## config.mk

```make
export PLATFORM = sky130hd
export DESIGN_NAME = store_write_buffer_flat
export DESIGN_NICKNAME = d
export VERILOG_FILES = /design/src/rtl/store_write_buffer_pkg.sv /design/src/rtl/store_write_buffer_if.sv /design/src/rtl/store_write_buffer_fwd_match.sv /design/src/rtl/store_write_buffer.sv /design/src/flat_wrapper.sv
export SDC_FILE = /design/constraint.sdc
export NUM_CORES = 1
export LEC_CHECK = 0
export CAP_MARGIN = 10
export CORE_MARGIN = 2
export CORE_UTILIZATION = 55
export DETAILED_ROUTE_END_ITERATION = 8
export PLACE_DENSITY = 0.85
export SLEW_MARGIN = 10
export SYNTH_ARGS = -nofsm -noshare
export SYNTH_HDL_FRONTEND = slang
export SYNTH_SLANG_ARGS = --single-unit
export TNS_END_PERCENT = 1
```

## constraint.sdc

```tcl
create_clock -name clk -period 8.85 [get_ports clk]
set_clock_uncertainty 0.1 [all_clocks]
set_input_delay 1.77 -clock clk [delete_from_list [all_inputs] [get_ports clk]]
set_output_delay 1.77 -clock clk [all_outputs]
set_load 0.05 [all_outputs]
```

## src/rtl/store_write_buffer_pkg.sv

```systemverilog
// Shared constants and FSM encoding for the store write buffer.
// Defaults match the data RAM word-address and data widths.
package store_write_buffer_pkg;

  localparam int SWB_DEPTH = 4;
  localparam int SWB_AW    = 6;
  localparam int SWB_DW    = 32;

  typedef enum logic {
    SWB_IDLE = 1'b0,
    SWB_REQ  = 1'b1
  } swb_state_e;

endpackage

```

## src/rtl/store_write_buffer_if.sv

```systemverilog
// MEM-stage store/load ports, RAM write handshake and buffer status.
// slave is the buffer side, master is the pipeline/RAM side.
interface store_write_buffer_if
  import store_write_buffer_pkg::*;
#(
  parameter int DEPTH = SWB_DEPTH,
  parameter int AW    = SWB_AW,
  parameter int DW    = SWB_DW
) ();

  localparam int CW = $clog2(DEPTH) + 1;

  logic          st_valid;
  logic [31:0]   st_addr;
  logic [DW-1:0] st_data;
  logic          st_ready;
  logic          ld_valid;
  logic [31:0]   ld_addr;
  logic          ld_hit;
  logic [DW-1:0] ld_data;
  logic          ram_req;
  logic [AW-1:0] ram_addr;
  logic [DW-1:0] ram_wdata;
  logic          ram_ack;
  logic [CW-1:0] count;
  logic          full;
  logic          empty;
  logic          stall;

  modport slave (
    input  st_valid, st_addr, st_data, ld_valid, ld_addr, ram_ack,
    output st_ready, ld_hit, ld_data, ram_req, ram_addr, ram_wdata,
           count, full, empty, stall
  );

  modport master (
    output st_valid, st_addr, st_data, ld_valid, ld_addr, ram_ack,
    input  st_ready, ld_hit, ld_data, ram_req, ram_addr, ram_wdata,
           count, full, empty, stall
  );

endinterface

```

## src/rtl/store_write_buffer_fwd_match.sv

```systemverilog
// Youngest-first address matcher over the buffered stores; purely combinational.
// No backpressure: result is valid in the same cycle as the load.
module swb_fwd_match
  import store_write_buffer_pkg::*;
#(
  parameter int DEPTH = SWB_DEPTH,
  parameter int AW    = SWB_AW,
  parameter int DW    = SWB_DW,
  parameter int PW    = $clog2(DEPTH)
) (
  input  logic                      i_ld_vld,
  input  logic [AW-1:0]             i_ld_addr,
  input  logic [PW-1:0]             i_wr_ptr,
  input  logic [DEPTH-1:0]          i_vld,
  input  logic [DEPTH-1:0][AW-1:0]  i_addr,
  input  logic [DEPTH-1:0][DW-1:0]  i_data,
  output logic                      o_hit,
  output logic [DW-1:0]             o_data
);

  logic [PW-1:0] w_idx;

  // Walk oldest to youngest so the entry just behind wr_ptr wins last.
  always_comb begin
    o_hit  = 1'b0;
    o_data = '0;
    w_idx  = '0;
    for (int k = DEPTH; k >= 1; k--) begin
      w_idx = i_wr_ptr - PW'(k);
      if (i_ld_vld && i_vld[w_idx] && (i_addr[w_idx] == i_ld_addr)) begin
        o_hit  = 1'b1;
        o_data = i_data[w_idx];
      end
    end
  end

endmodule

```

## src/rtl/store_write_buffer.sv

```systemverilog
// Posted-write FIFO between MEM stores and a req/ack data RAM, with load forwarding.
// Store accepted in one cycle unless full (stall); head drained one entry per ack.
module store_write_buffer
  import store_write_buffer_pkg::*;
#(
  parameter int DEPTH = SWB_DEPTH,
  parameter int AW    = SWB_AW,
  parameter int DW    = SWB_DW
) (
  input  logic                 clk,
  input  logic                 reset,
  store_write_buffer_if.slave  bus
);

  localparam int PW = $clog2(DEPTH);
  localparam int CW = PW + 1;

  logic [DEPTH-1:0][AW-1:0] r_addr;
  logic [DEPTH-1:0][DW-1:0] r_data;
  logic [DEPTH-1:0]         r_vld;
  logic [PW-1:0]            r_wr_ptr;
  logic [PW-1:0]            r_rd_ptr;
  logic [CW-1:0]            r_count;
  swb_state_e               r_state;
  swb_state_e               w_state_nxt;
  logic [CW-1:0]            w_count_nxt;
  logic                     w_full;
  logic                     w_push;
  logic                     w_pop;
  logic                     w_unused;

  assign w_full = (r_count == CW'(DEPTH));
  assign w_push = bus.st_valid & ~w_full;
  assign w_pop  = (r_state == SWB_REQ) & bus.ram_ack;

  always_comb begin
    w_count_nxt = r_count;
    case ({w_push, w_pop})
      2'b10:   w_count_nxt = r_count + CW'(1);
      2'b01:   w_count_nxt = r_count - CW'(1);
      default: w_count_nxt = r_count;
    endcase
  end

  // Request whenever the buffer will be non-empty, so a push into an
  // empty buffer is requested on the very next cycle.
  always_comb begin
    w_state_nxt = r_state;
    case (r_state)
      SWB_IDLE: if (w_count_nxt != '0) w_state_nxt = SWB_REQ;
      SWB_REQ:  if (w_pop && (w_count_nxt == '0)) w_state_nxt = SWB_IDLE;
      default:  w_state_nxt = SWB_IDLE;
    endcase
  end

  always_ff @(posedge clk or negedge reset) begin
    if (!reset) begin
      r_state  <= SWB_IDLE;
      r_count  <= '0;
      r_wr_ptr <= '0;
      r_rd_ptr <= '0;
      r_vld    <= '0;
    end else begin
      r_state <= w_state_nxt;
      r_count <= w_count_nxt;
      if (w_push) begin
        r_wr_ptr        <= r_wr_ptr + PW'(1);
        r_vld[r_wr_ptr] <= 1'b1;
      end
      if (w_pop) begin
        r_rd_ptr        <= r_rd_ptr + PW'(1);
        r_vld[r_rd_ptr] <= 1'b0;
      end
    end
  end

  // Payload needs no reset; the valid bits and count gate every use of it.
  always_ff @(posedge clk) begin
    if (w_push) begin
      r_addr[r_wr_ptr] <= bus.st_addr[AW+1:2];
      r_data[r_wr_ptr] <= bus.st_data;
    end
  end

  swb_fwd_match #(
    .DEPTH (DEPTH),
    .AW    (AW),
    .DW    (DW),
    .PW    (PW)
  ) u_fwd_match (
    .i_ld_vld  (bus.ld_valid),
    .i_ld_addr (bus.ld_addr[AW+1:2]),
    .i_wr_ptr  (r_wr_ptr),
    .i_vld     (r_vld),
    .i_addr    (r_addr),
    .i_data    (r_data),
    .o_hit     (bus.ld_hit),
    .o_data    (bus.ld_data)
  );

  assign bus.st_ready  = ~w_full;
  assign bus.ram_req   = (r_state == SWB_REQ);
  assign bus.ram_addr  = r_addr[r_rd_ptr];
  assign bus.ram_wdata = r_data[r_rd_ptr];
  assign bus.count     = r_count;
  assign bus.full      = w_full;
  assign bus.empty     = (r_count == '0);
  assign bus.stall     = bus.st_valid & w_full;

  assign w_unused = ^{bus.st_addr[31:AW+2], bus.st_addr[1:0],
                      bus.ld_addr[31:AW+2], bus.ld_addr[1:0]};

endmodule

```

## src/flat_wrapper.sv

```systemverilog
// flat-port wrapper written by rule: the top's interface ports become plain ports
module store_write_buffer_flat import store_write_buffer_pkg::*;
#(
  parameter int DEPTH = SWB_DEPTH,
  parameter int AW    = SWB_AW,
  parameter int DW    = SWB_DW
)
  (clk, reset, bus_st_valid, bus_st_addr, bus_st_data, bus_ld_valid, bus_ld_addr, bus_ram_ack, bus_st_ready, bus_ld_hit, bus_ld_data, bus_ram_req, bus_ram_addr, bus_ram_wdata, bus_count, bus_full, bus_empty, bus_stall);
  store_write_buffer_if #(.DEPTH(DEPTH), .AW(AW), .DW(DW)) bus_i ();
  input  logic clk;
  input  logic reset;
  input wire logic [$bits(bus_i.st_valid)-1:0] bus_st_valid;
  input wire logic [$bits(bus_i.st_addr)-1:0] bus_st_addr;
  input wire logic [$bits(bus_i.st_data)-1:0] bus_st_data;
  input wire logic [$bits(bus_i.ld_valid)-1:0] bus_ld_valid;
  input wire logic [$bits(bus_i.ld_addr)-1:0] bus_ld_addr;
  input wire logic [$bits(bus_i.ram_ack)-1:0] bus_ram_ack;
  output wire logic [$bits(bus_i.st_ready)-1:0] bus_st_ready;
  output wire logic [$bits(bus_i.ld_hit)-1:0] bus_ld_hit;
  output wire logic [$bits(bus_i.ld_data)-1:0] bus_ld_data;
  output wire logic [$bits(bus_i.ram_req)-1:0] bus_ram_req;
  output wire logic [$bits(bus_i.ram_addr)-1:0] bus_ram_addr;
  output wire logic [$bits(bus_i.ram_wdata)-1:0] bus_ram_wdata;
  output wire logic [$bits(bus_i.count)-1:0] bus_count;
  output wire logic [$bits(bus_i.full)-1:0] bus_full;
  output wire logic [$bits(bus_i.empty)-1:0] bus_empty;
  output wire logic [$bits(bus_i.stall)-1:0] bus_stall;
  assign bus_i.st_valid = bus_st_valid;
  assign bus_i.st_addr = bus_st_addr;
  assign bus_i.st_data = bus_st_data;
  assign bus_i.ld_valid = bus_ld_valid;
  assign bus_i.ld_addr = bus_ld_addr;
  assign bus_i.ram_ack = bus_ram_ack;
  assign bus_st_ready = bus_i.st_ready;
  assign bus_ld_hit = bus_i.ld_hit;
  assign bus_ld_data = bus_i.ld_data;
  assign bus_ram_req = bus_i.ram_req;
  assign bus_ram_addr = bus_i.ram_addr;
  assign bus_ram_wdata = bus_i.ram_wdata;
  assign bus_count = bus_i.count;
  assign bus_full = bus_i.full;
  assign bus_empty = bus_i.empty;
  assign bus_stall = bus_i.stall;
  store_write_buffer #(.DEPTH(DEPTH), .AW(AW), .DW(DW)) u_core (.clk(clk), .reset(reset), .bus(bus_i));
endmodule
```

# ---- Word level (Yosys, flattened, before mapping)
# Index checks and enable logic that the tools add are counted.
dict set report totals {
  rom_bits 0
  mem_count 0
  regBits 164
  latchBits 0
  word_cells 108
  out_inout_bits 79
  input_bits 101
  ram_bits 0
}
dict set report classes {
  shift 0
  n_reduce_logical 14
  div 0
  n_eq_ne 7
  n_bitwise 8
  n_mul 0
  mux 52
  n_addsub 7
  n_lt_le_gt_ge 7
}
# op count
set ops {}
lappend ops {{$bmux 32 s2} 5}
lappend ops {{$mux 32} 10}
lappend ops {{$bwmux 128} 1}
lappend ops {{$demux 32 s2} 1}
lappend ops {{$bmux 6 s2} 5}
lappend ops {{$mux 6} 6}
lappend ops {{$bwmux 24} 1}
lappend ops {{$eq 6x6->1} 4}
lappend ops {{$lt 2x3->1 const B} 5}
lappend ops {{$demux 6 s2} 1}
lappend ops {{$mux 1} 12}
lappend ops {{$logic_and 1x1->1} 11}
lappend ops {{$bmux 1 s2} 4}
lappend ops {{$mux 4} 2}
lappend ops {{$logic_not 3->1} 2}
lappend ops {{$pmux 3 s2} 1}
lappend ops {{$add 2x1->2 const B} 2}
lappend ops {{$and 4x4->4} 1}
lappend ops {{$demux 1 s2} 2}
lappend ops {{$ge 2x1->1 const B} 2}
lappend ops {{$not 4->4} 1}
lappend ops {{$or 4x4->4} 1}
lappend ops {{$sub 2x2->2 const B} 2}
lappend ops {{$add 3x1->3 const B} 1}
lappend ops {{9 further kinds} 12}

# ---- Depth between registers and ports, before layout
dict set report depth {
  depth_word 9
  ltp_mapped 16
  ltp_nobuf 11
}

# ---- By module
# A second synthesis with hierarchy kept.
dict set report hier_totals {
  hier_cells 931
  area_unflattened_um2 11379.7
}
# mod seq_area_each_um2 n_inst area_per_inst_um2 cells_per_inst
set by_module_without_submodules {}
lappend by_module_without_submodules {store_write_buffer 4864.7 1 6202.2 260}
lappend by_module_without_submodules {swb_fwd_match 0.0 1 5177.5 671}

# ---- Worst setup path after synthesis
# Ideal clock, no wire load.
dict set report synth_path {
  kind {in2out}
  from {input port bus_ld_addr[2]}
  to {output port bus_ld_data[21]}
  cell_stages 10
  t_required_ps 6980
  t_arrival_ps 4226
  n_path_buf 3
  path_slack_ps 2754
  path_cell_list {buf_1 and2b_2 mux2_2 a32oi_1 or3b_2 clkbuf_1 buf_2 o211ai_1 a21o_1 a31oi_1}
}
dict set report synth_via {
  elab_chain_cells 6
  word_cells_on_any_way 12
  classes_between {4 x eq/ne; 4 x mux; 4 x reduce/logical}
}
# element line
set synth_lines {}
lappend synth_lines {{from (decl)} flat_wrapper.sv:16} ;# input wire logic [$bits(bus_i.ld_addr)-1:0] bus_ld_addr;
lappend synth_lines {{$eq 6x6->1} store_write_buffer_fwd_match.sv:30} ;# if (i_ld_vld && i_vld[w_idx] && (i_addr[w_idx] == i_ld_addr)) begin
lappend synth_lines {{$logic_and 1x1->1} store_write_buffer_fwd_match.sv:30}
lappend synth_lines {{$mux 32 (3 in series)} store_write_buffer_fwd_match.sv:30}
lappend synth_lines {{$mux 32 (*)} store_write_buffer_fwd_match.sv:30}
lappend synth_lines {{to (decl)} flat_wrapper.sv:20} ;# output wire logic [$bits(bus_i.ld_data)-1:0] bus_ld_data;
# Mark *: on every way between the ends. The rest lies on a longest branch, timed or not.

# ---- Worst setup path in the final report
dict set report layout_path {
  from {register u_core.r_wr_ptr[1]}
  to {output port bus_ld_data[31]}
}
dict set report layout_via {
  elab_chain_cells 8
  word_cells_on_any_way 43
  classes_between {3 x add/sub; 4 x eq/ne; 28 x mux; 8 x reduce/logical}
}
# element line
set layout_lines {}
lappend layout_lines {{from (decl)} store_write_buffer.sv:21} ;# logic [PW-1:0] r_wr_ptr;
lappend layout_lines {{from (signal assigned)} store_write_buffer.sv:67} ;# r_wr_ptr <= r_wr_ptr + PW'(1);
lappend layout_lines {{$sub 2x2->2, or another cell as far along} store_write_buffer_fwd_match.sv:29} ;# w_idx = i_wr_ptr - PW'(k);
lappend layout_lines {{$bmux 6 s2, or another cell as far along} store_write_buffer_fwd_match.sv:30}
lappend layout_lines {{$mux 6 (implied by the code), or another cell as far along} store_write_buffer_fwd_match.sv:30}
lappend layout_lines {{$eq 6x6->1 / $logic_and 1x1->1 (equally long branches)} store_write_buffer_fwd_match.sv:30}
lappend layout_lines {{$logic_and 1x1->1 / $mux 32 (equally long branches)} store_write_buffer_fwd_match.sv:30}
lappend layout_lines {{$mux 32 (2 in series)} store_write_buffer_fwd_match.sv:30}
lappend layout_lines {{$mux 32 (*)} store_write_buffer_fwd_match.sv:30}
# Mark *: on every way between the ends. The rest lies on a longest branch, timed or not. The select of a mux whose other input is x is not followed.

==> results.cfg <==
[worst_setup_path]
rr_worst_depth = 11
critPathArrivalTime_ns = 5.75
path_class = reg -> out
crit-reg2reg-capture = u_core.bus.ram_req
required_ns = 6.98
start_kind = flop
crit_path_end_kind = output pin
endpoint = bus_ld_data[31]
crit_fanout = 40
r2r-start = u_core.bus.count[0]
r2r_slack_ns = 6.03
cp-startpoint = u_core.r_wr_ptr[1]

[run_status]
status = finished, final reports clean

[global_route]
grt_pass1_wl_um = 44800
grt_max_degree = 69
grt_use_total_pct = 26.7
antenna_found_initial = 1
grt_overflow_total = 0
grt_pass1_vias = 7889

[drt]
routed_wirelength_um = 28600
vias = 7988
drt_iter0_markers = 756
drtAntennaViolNets = 0
vias_per_cell = 7.09
drc = 0
wl_per_cell_um = 25.3
drt-pass1-iter-count = 7

[hold_path]
holdPathStages = 1
hp-class = reg -> reg

[yosys]
netlist_area_mm2 = 0.0116
synth.distinct_cells = 40
synth_edf_count = 152
yosys.area_share.simple_pct = 5.22
syn_avg_cell_area_um2 = 15.3
ys_ff_latch = 164
synth_compound_area_share_pct = 7.27
synthMuxAreaShare_pct = 37.6
yosysTopAreaCellShare_pct = 39.5
async_flop_share_pct = 7.32
syn-num-nets = 865
synth_top_family_by_area = multiplexers
yosysTopAreaCell = edfxtp_1
yosysSeqAreaShare_pct = 42.1
yosys.area_share.xor_xnor_pct = 2.96
synthCells = 754
synth_flop_cell = edfxtp_1
yosysWarnings = 0
yosys.area_share.adder_pct = 1.15
synth.area.top_cells = edfxtp_1 39%, mux4_2 34%, dfrtp_1 2.6%

[clock_network]
worstSkewPairLatency_ns = 0.43
path_clk_slew_ns = 0.06
htreeDepth = 4
cts_buffer_depth = 2
cts_tree = done
ctsHoldBuffers = 0
cts_resized = 0
postCtsSetupBuffers = 0
cts_root_buf = clkbuf_16
numCtsBuffers = 17
clock_sinks = 164

[sta]
drv_slew = 0
setup_ws_ns = 1.23
finalSetupViolCount = 0
period_minus_slack_ns = 7.62
tns_ns = 0
hold_viol_final = 0
fmax_ghz = 0.131
post-route-period-util_pct = 86.1
slew_headroom_pct = 21.0
rsz0062_at_grt = no
worstMarginPinSlew_ns = 1.19

[place]
gp_congestion = 0.817
place_ws_ns = 1.39
hpwlAfterDp_um = 16900
portBuffers = 127

[power]
p_total_mw = 5.22
vdd_ir_drop_max_v = 0.000276
power_leakage_nw = 4.33
power_per_cell_area_mw_per_mm2 = 383

[finish]
multi_input_area_mm2 = 0.00631
drive_gt1_share_pct = 28.7
layout.nets = 948
synthToLayoutAreaGrowth_pct = 17.8
fill_cells = 1471
register_area_mm2 = 0.00488

[floorplan]
fp.dieH_um = 149
start_util_pct = 55.5
die-area_mm2 = 0.0222
io_pins = 180
die_w_um = 149
core.rowCount = 53
core_area_mm2 = 0.0208

[job]
maxCapViolCount = 0
==> cells in the final DEF (no fill, tap or decap), types with 4 or more instances in the layout <==
cell	netlist	final
dfrtp_1	12	8
a2bb2oi_1	4	4
clkinv_4	0	4
bufinv_16	0	4
ha_1	9	8
clkdlybuf4s50_1	0	127
xnor2_1	22	22
inv_1	10	10
nand3_1	41	41
clkbuf_16	0	17
a31oi_1	33	33
mux4_2	177	177
a21o_1	33	33
o211ai_1	30	30
mux2i_1	22	22
buf_4	8	16
xor2_1	17	17
o21ai_0	6	6
mux4_1	5	5
and3_2	0	4
nor2_1	36	36
edfxtp_1	152	152
nand2_1	39	39
==> synthesized netlist by cell type, drive strengths merged (2+ instances only) <==
cell and count:
a21o 33, a21oi 2, a2bb2oi 4, a31oi 33, and2 2, and3 5, buf 44, clkbuf 35
dfrtp 12, edfxtp 152, ha 9, inv 10, mux2i 22, mux4 182, nand2 39, nand3 41
nand4 2, nor2 36, nor3 2, o211ai 33, o21ai 6, xnor2 22, xor2 17
==> power by group <==
part	internal (mW)	leakage, nW	switching (mW)	total, mW
registers	1.04	1.53	0.291	1.33
clock network	0.496	0.309	0.299	0.795
logic	1.48	2.49	1.61	3.09
total	3.02	4.33	2.20	5.22
==> critical path, stage by stage, from the launching register on <==
cell,delay (ns)
dfrtp_4,0.79
inv_1,0.28
ha_4,0.48
buf_4,0.56
mux2i_1,0.29
xor2_1,0.18
nand3_1,0.16
a21oi_4,0.98
nand3_1,0.16
a21o_1,0.20
a31oi_1,0.33
clkdlybuf4s50_1,0.88
==> stage by stage <==
stage | cells | utilization, % | hold WS (ns) | area, um2
3_5_place_dp | 1093 | 62.2 | 0.434 | 13000
3_3_place_gp | 1093 | 62.2 | 0.435 | 13000
2_1_floorplan | 754 | - | 0.445 | 11600
5_1_grt | 1126 | 65.4 | 0.463 | 13600
4_1_cts | 1125 | 65.3 | 0.447 | 13600
6_report | 1127 | 65.4 | 0.447 | 13600
==> worst min path at each step <==
stage,start,to,slack [ns]
finish,u_core.bus.count[2],u_core.bus.count[2],0.45
global route,u_core.bus.count[2],u_core.bus.count[2],0.46
CTS,u_core.bus.count[2],u_core.bus.count[2],0.45
detailed placement,u_core.bus.count[2],u_core.bus.count[2],0.43
global placement,u_core.bus.count[2],u_core.bus.count[2],0.44
floorplan,u_core.r_vld[0],u_core.r_vld[0],0.44
==> logic make-up after synthesis <==
| family | Yosys count |
|---|---|
| compound gates | 114 |
| xor+xnor | 39 |
| fa+ha+maj | 10 |
| buf+inv | 89 |
| flops | 164 |
| mux | 205 |
| simple gates | 133 |
==> cell type report <==
type | count | area share, %
antenna | 2 | 0.0368
multi-input combinational | 501 | 46.4
clock inverter | 11 | 1.29
timing repair buffer | 143 | 10.2
clock buffer | 21 | 3.46
tap | 275 | 2.53
sequential | 164 | 35.8
inverter | 10 | 0.276
==> sequential cells by signal, summed over array words and instances, names as in the netlist <==
name and cells:
u_core.bus.count 3, u_core.bus.ram_req 1, u_core.r_addr 24, u_core.r_data 128
u_core.r_rd_ptr 2, u_core.r_vld 4, u_core.r_wr_ptr 2
==> metal layers <==
layer	up-vias	wire length (um)	GRT usage (%)
met5	-	0	0
met4	0	488	9.24
met3	45	2680	5.84
met2	464	14900	43.7
met1	4132	10500	36.0
li1	3347	-	-
Note: power is estimated with default switching activity, not from simulation.
